<file path="config.mk">
export PLATFORM = sky130hd
export DESIGN_NAME = seg_readback_decoder
export DESIGN_NICKNAME = d
export VERILOG_FILES = /design/src/rtl/seg_readback_decoder.sv
export SDC_FILE = /design/constraint.sdc
export NUM_CORES = 1
export LEC_CHECK = 0
export CORE_ASPECT_RATIO = 0.5
export CORE_MARGIN = 2
export CORE_UTILIZATION = 31
export DETAILED_ROUTE_END_ITERATION = 8
export GPL_ROUTABILITY_DRIVEN = 0
export PLACE_DENSITY_LB_ADDON = 0.2
export SETUP_SLACK_MARGIN = 0.15
export SLEW_MARGIN = 20
export SYNTH_ARGS = -nofsm -noshare
export SYNTH_HDL_FRONTEND = slang
export SYNTH_SLANG_ARGS = --single-unit
export TNS_END_PERCENT = 100
</file>
<file path="constraint.sdc">
create_clock -name CLK -period 2.65 [get_ports CLK]
set_input_delay 0.6625 -clock CLK [delete_from_list [all_inputs] [get_ports CLK]]
set_output_delay 0.6625 -clock CLK [all_outputs]
set_load 0.02 [all_outputs]
</file>
<file path="src/rtl/seg_readback_decoder.sv">
// Segment readback monitor: waits for the two-digit segment pattern to hold
// steady, then decodes it back to 0-59 and flags illegal or dark patterns.
//
// state      | meaning
// -----------+-------------------------------------------------------------
// ST_SETTLE  | a new pattern was captured; counting identical samples
// ST_LOCKED  | current pattern has been evaluated; waiting for a change
module seg_readback_decoder #(
  parameter int STABLE_CYCLES = 4,
  parameter int ERR_CNT_W     = 8
) (
  input  logic                 CLK,
  input  logic                 RST,
  input  logic [6:0]           SEGL,
  input  logic [6:0]           SEGR,
  output logic [5:0]           NUM,
  output logic                 VALID,
  output logic                 ERR,
  output logic                 BLANK,
  output logic [ERR_CNT_W-1:0] ERR_CNT
);

  typedef enum logic {ST_SETTLE, ST_LOCKED} state_t;

  // Count runs 0..STABLE_CYCLES-1; evaluation fires on the edge after the last value.
  localparam logic [7:0] CNT_LAST = 8'(STABLE_CYCLES - 1);
  localparam logic [ERR_CNT_W-1:0] ERR_CNT_MAX = {ERR_CNT_W{1'b1}};

  state_t                 state_q, state_d;
  logic [13:0]            h_q, h_d;
  logic [7:0]             cnt_q, cnt_d;
  logic [5:0]             num_q, num_d;
  logic                   valid_q, valid_d;
  logic                   err_q, err_d;
  logic                   blank_q, blank_d;
  logic [ERR_CNT_W-1:0]   err_cnt_q, err_cnt_d;

  logic [13:0]            sample;
  logic [4:0]             dec_l, dec_r;
  logic                   pair_legal;
  logic                   pair_dark;
  logic [5:0]             pair_value;

  // Returns {legal, digit}; digit is meaningless when legal is 0.
  function automatic logic [4:0] seg_decode(input logic [6:0] seg);
    case (seg)
      7'h3F:   seg_decode = {1'b1, 4'd0};
      7'h06:   seg_decode = {1'b1, 4'd1};
      7'h5B:   seg_decode = {1'b1, 4'd2};
      7'h4F:   seg_decode = {1'b1, 4'd3};
      7'h66:   seg_decode = {1'b1, 4'd4};
      7'h6D:   seg_decode = {1'b1, 4'd5};
      7'h7D:   seg_decode = {1'b1, 4'd6};
      7'h07:   seg_decode = {1'b1, 4'd7};
      7'h7F:   seg_decode = {1'b1, 4'd8};
      7'h6F:   seg_decode = {1'b1, 4'd9};
      default: seg_decode = {1'b0, 4'd0};
    endcase
  endfunction

  assign sample     = {SEGL, SEGR};
  assign dec_l      = seg_decode(h_q[13:7]);
  assign dec_r      = seg_decode(h_q[6:0]);
  // Tens digit of a minutes/seconds field only goes up to 5.
  assign pair_legal = dec_l[4] && (dec_l[3:0] <= 4'd5) && dec_r[4];
  assign pair_dark  = (h_q == 14'd0);
  assign pair_value = ({2'b00, dec_l[3:0]} * 6'd10) + {2'b00, dec_r[3:0]};

  // Next-state logic: track the held sample, count stability, evaluate on lock.
  always_comb begin
    state_d   = state_q;
    h_d       = h_q;
    cnt_d     = cnt_q;
    num_d     = num_q;
    valid_d   = 1'b0;
    err_d     = err_q;
    blank_d   = blank_q;
    err_cnt_d = err_cnt_q;
    if (sample != h_q) begin
      h_d     = sample;
      cnt_d   = 8'd0;
      state_d = ST_SETTLE;
    end else if (state_q == ST_SETTLE) begin
      if (cnt_q < CNT_LAST) begin
        cnt_d = cnt_q + 8'd1;
      end else begin
        state_d = ST_LOCKED;
        if (pair_legal) begin
          num_d   = pair_value;
          valid_d = 1'b1;
          err_d   = 1'b0;
          blank_d = 1'b0;
        end else if (pair_dark) begin
          blank_d = 1'b1;
          err_d   = 1'b0;
        end else begin
          err_d   = 1'b1;
          blank_d = 1'b0;
          if (err_cnt_q != ERR_CNT_MAX) err_cnt_d = err_cnt_q + ERR_CNT_W'(1);
        end
      end
    end
  end

  // State and output registers; reset wins over any evaluation on the same edge.
  always_ff @(posedge CLK) begin
    if (RST) begin
      state_q   <= ST_SETTLE;
      h_q       <= 14'd0;
      cnt_q     <= 8'd0;
      num_q     <= 6'd0;
      valid_q   <= 1'b0;
      err_q     <= 1'b0;
      blank_q   <= 1'b0;
      err_cnt_q <= '0;
    end else begin
      state_q   <= state_d;
      h_q       <= h_d;
      cnt_q     <= cnt_d;
      num_q     <= num_d;
      valid_q   <= valid_d;
      err_q     <= err_d;
      blank_q   <= blank_d;
      err_cnt_q <= err_cnt_d;
    end
  end

  assign NUM     = num_q;
  assign VALID   = valid_q;
  assign ERR     = err_q;
  assign BLANK   = blank_q;
  assign ERR_CNT = err_cnt_q;

endmodule

</file>
**Yosys cells after proc, flatten, opt, wreduce, memory -nomap -nowiden**

Cells that the tools add are included.

- Register bits: 40
- Input bits: 16
- Word-level logic and storage cells: 59

- Add/subtract/negate cells: 3
- Multipliers: 1
- Order comparisons: 2
- Equal/unequal tests: 22
- Multiplexer cells: 9
- Bitwise gates (word level): 5
- Reduce and logical (&&, ||, !) cells: 9

Operator list:

| cell | number |
|---|---|
| $pmux W5 S10 | 2 |
| $eq A7 B7 Y1 const B | 14 |
| $eq A7 B3 Y1 const B | 4 |
| $add A8 B1 Y8 const B | 2 |
| $eq A7 B6 Y1 const B | 2 |
| $logic_not A14 Y1 | 1 |
| $ne A14 B14 Y1 | 1 |
| $lt A8 B2 Y1 const B | 1 |
| $ne A8 B8 Y1 const B | 1 |
| $mux W1 | 7 |
| $add A6 B4 Y6 | 1 |
| $reduce_and A6 Y1 | 1 |
| $mul A4 B3 Y5 const B | 1 |
| $not A1 Y1 | 5 |
| $le A4 B3 Y1 const B | 1 |
| $reduce_and A4 Y1 | 1 |
| $reduce_or A4 Y1 | 1 |
| $reduce_and A3 Y1 | 1 |
| $logic_and A1 B1 Y1 | 2 |
| $reduce_and A2 Y1 | 1 |
| $reduce_or A2 Y1 | 1 |

**Logic depth before layout (Yosys ltp)**

- Depth in word-level cells: 7
- Gate-level depth with buffers: 13
- Depth with buffers taken out: 12

**Worst setup path after synthesis**

No wires, ideal clock.

- Path type: reg-to-reg
- Start: reg h_q[10]
- End: reg num_q[5], in the netlist NUM[5]
- Setup time: 0.128 ns
- Arrival: 2.420 ns
- Required time: 2.522 ns
- Setup slack: 0.103 ns
- Cell stages (with the launch flop): 14
- Cell sequence: dfxtp_1 buf_6 or3b_4 nor3_4 o21ai_0 inv_1 ha_1 ha_1 a21oi_1 nor2b_1 xnor2_1 xnor2_1 mux2i_1 nor2_1

- Cells in the longest elaborated chain, start to end: 6
- Elaborated cells between the ends (all ways): 19
- Classes of those cells: add/sub (1); mul (1); order compare (1); eq/ne (11); mux (1); bitwise (1); reduce/logical (3)

Ends and longest elaborated chain:

| item | line | RTL |
|---|---|---|
| start: declaration | 30 | `logic [13:0] h_q, h_d;` |
| start signal: assignment | 109 | `h_q <= 14'd0;` |
| start signal: assignment | 118 | `h_q <= h_d;` |
| parallel branches: the longest is 6 deep, another holds $add A6 B4 Y6 | - |  |
| end signal: assignment | 120 | `num_q <= num_d;` |
| end: declaration | 32 | `logic [5:0] num_q, num_d;` |

Several ways; the timed one is not identified.
A chain may end at the register's enable or synchronous reset.

**Final worst setup path**

- Start: reg h_q[12]
- End: reg num_q[5], in the netlist NUM[5]

Same word-level chain as after synthesis.

==> impl_metrics.yaml <==
final_layout:
  drive_above_1_share_pct: 25.6
  final_cells: 408
  diodes: 0
  fin_util_pct: 43.5
  layout.nets: 336
  final_area_um2: 3190
  syn2layout_area_growth_pct: 35.9
sta:
  finalHoldViolations: 0
  finalClockSkew_ps: 5.95
  period_share_pct: 89.9
  worstMarginPinSlew_ps: 648
  fin_ws_ps: 268
  fmax_ghz: 0.420
  slew_headroom_pct: 56.2
  setup_violations: 0
  holdWs_ps: 454
  finalCriticalPeriod_ps: 2380
  fin_tns_setup_ps: 0
  drv_slew: 0
  rsz0062_at_grt: "no"
drt:
  vias: 1993
  viasPerCell: 4.88
  drc: 0
  avgRoutedWirePerCell_um: 13.1
  drtIter0Drc: 125
  drtPass1Iterations: 4
  wl_met1_um: 2800
  routed_wl_um: 5360
  dr.max_layer_used: "met4"
  wl_met2_um: 2360
  ant_nets: 0
  wl_met3_um: 172
die:
  initial_utilization_pct: 32.0
  fp.coreArea_um2: 7320
  die-width_um: 127
  io_pins: 33
  row_count: 22
  die_height_um: 65.5
  die-area_um2: 8310
global_route:
  antenna_found_initial: 0
  grt_pass1_wl_um: 9050
  grt_max_degree: 42
  grt_pass1_vias: 1936
  grt_overflow: 0
  track_usage_pct: 13.5
critical_path:
  crit_cells: 14
  cp_top_family: "compound AO/OA/AOI/OAI gates"
  slowest_stage: "dfxtp_4"
  cpMostUsedCell: "buf_4"
  cpPeakStageDelay_ps: 360
  crit_buf_inv: 3
  endpoint_kind: "flip-flop"
  r2r_cells: 14
  worstPathMaxFanout: 7
  cp.required_ps: 2810
  worst_ep_arrival_time_ps: 2540
  cp-start-kind: "flip-flop"
  path_class: "reg -> reg"
  crit_chain: "buf_4 -> nand2_1 -> o21ai_0 -> a31oi_1 -> o22ai_2 -> buf_4 -> buf_4 -> fa_2 -> a21oi_2 -> nor2b_2 -> xnor2_1 -> xnor2_1 -> mux2i_1 -> nor2_1"
outcome:
  status: "finished, final reports clean"
clock_network:
  htree_levels: 2
  cts_made_buffers: 5
  clockBufferDepth: 2
  clkSinkCount: 40
  clock-root-buffer: "clkbuf_16"
  clk_pin_slew_ps: 60
  clock_latency_ps: 280
  cts_tree: "done"
pwr:
  power_mw: 1.35
  peakVddDrop_mv: 0.204
  p_leak_nw: 1.26
  p_per_area_nw_per_um2: 423
synth:
  yosysTopAreaCellShare_pct: 34.2
  ys_seq_area_share_pct: 34.2
  synth_nets: 282
  avgSynthCellArea_um2: 9.08
  yosysWarnings: 0
  synth_edf_count: 0
  syn_inst: 258
  netlist_area_um2: 2340
  synth.ff_latch_count: 40
  synth.distinct_cells: 52
  synth_top_area_cell: "dfxtp_1"
  synth_ff_type: "dfxtp_1"
  async_reset_ff_share_pct: 0
  synthTopCellsByArea: "dfxtp_1 34%, xor2_1 6.7%, nor2b_1 5.3%"
worst_hold_path:
  hold-path-cell-count: 1
  holdCritPathClass: "reg -> reg"
place:
  place_area_um2: 2860
  post-dp-hpwl_um: 3970
  dpl_worst_slack_ps: -348
  dp_cells: 394
  port_buffers: 32
run:
  max_cap_violations: 0
## worst paths after layout
kind,from,endpoint,slack (ps)
worst min register to register,cnt_q[4],cnt_q[4],450
worst max register to register,h_q[12],NUM[5],270
worst max-delay path,h_q[12],NUM[5],270
worst min-delay path,cnt_q[4],cnt_q[4],450
## power by group
group | switching, mW | internal (mW) | total, mW | leakage, nW
Sequential | 0.0171 | 0.613 | 0.630 | 0.328
Combinational | 0.0704 | 0.0727 | 0.143 | 0.865
Clock | 0.233 | 0.341 | 0.575 | 0.0657
Total | 0.321 | 1.03 | 1.35 | 1.26
## routing by layer
metal | up-vias | track usage [%]
met4 | 0 | 2.47
li1 | 1025 | -
met1 | 939 | 18.7
met5 | - | 0
met3 | 2 | 2.77
met2 | 27 | 21.9
## cell type report
type                    count  area [um2]
repair buffers             64         596
inverters                   6        22.5
flip-flops and latches     40         815
fillers                   729        4140
clock buffers               5         125
multi-input cells         195        1500
well taps                  96         120
clock inverters             2        12.5
## cells in the mapped netlist, drive strengths merged (3+ instances only)
master	number
mux2	4
o21ai	5
inv	6
nand4	5
dfxtp	40
or4	3
ha	7
xor2	18
nor2b	20
nor2	20
buf	13
or3b	3
nand2b	5
nor4	11
nand3	11
a21oi	10
nand2	11
xnor2	4
mux2i	7
clkbuf	4
and2	6
or3	4
nor3	12
and4	3
## flip-flops by register name, indices dropped and copies added (netlist names)
name / cells
BLANK: 1
VALID: 1
ERR_CNT: 8
cnt_q: 8
NUM: 6
h_q: 14
state_q: 1
ERR: 1
## logic make-up (layout without fill, tap and decap cells)
group,after synthesis,in the layout,synth area share [%]
buffers and inverters,23,77,5.93
adder cells (fa/ha/maj),8,8,4.59
XOR/XNOR,22,22,8.22
AO/OA/AOI/OAI,35,35,12.2
AND/OR/NAND/NOR,119,119,30.0
flip-flops,40,40,34.2
multiplexers,11,11,4.91
## placed cells by master (no fill, tap or decap), types with 4 or more instances in the layout
master	netlist	final
nor4_2	2	4
mux2_2	4	4
nand3_1	11	11
nand4_1	4	4
o21ai_0	5	4
xnor2_1	4	4
nor4_1	9	7
mux2i_1	7	7
and2_1	6	6
nor3_1	11	10
a21oi_1	10	7
dfxtp_2	0	5
dlymetal6s2s_1	0	10
nor2b_1	20	19
nand2b_1	5	5
clkbuf_16	0	5
nand2_1	11	11
inv_1	6	5
clkdlybuf4s50_1	0	21
buf_4	2	29
dfxtp_1	40	33
xor2_1	18	18
ha_1	7	4
or3_1	4	4
nor2_1	20	19
## repair_timing
item                       4_1_cts  5_1_grt
gates resized for setup         14       25
pin swaps                       12       12
hold buffers                     0        0
setup endpoints to repair       15       14
setup buffers                    7        0
## worst reg2reg max path, stage by stage, from the launching register on
cell	delay [ps]
dfxtp_4	360
buf_4	170
nand2_1	60
o21ai_0	70
a31oi_1	200
o22ai_2	120
buf_4	140
buf_4	130
fa_2	350
a21oi_2	150
nor2b_2	50
xnor2_1	170
xnor2_1	90
mux2i_1	140
nor2_1	50
Note: power is estimated with default switching activity, not from simulation.
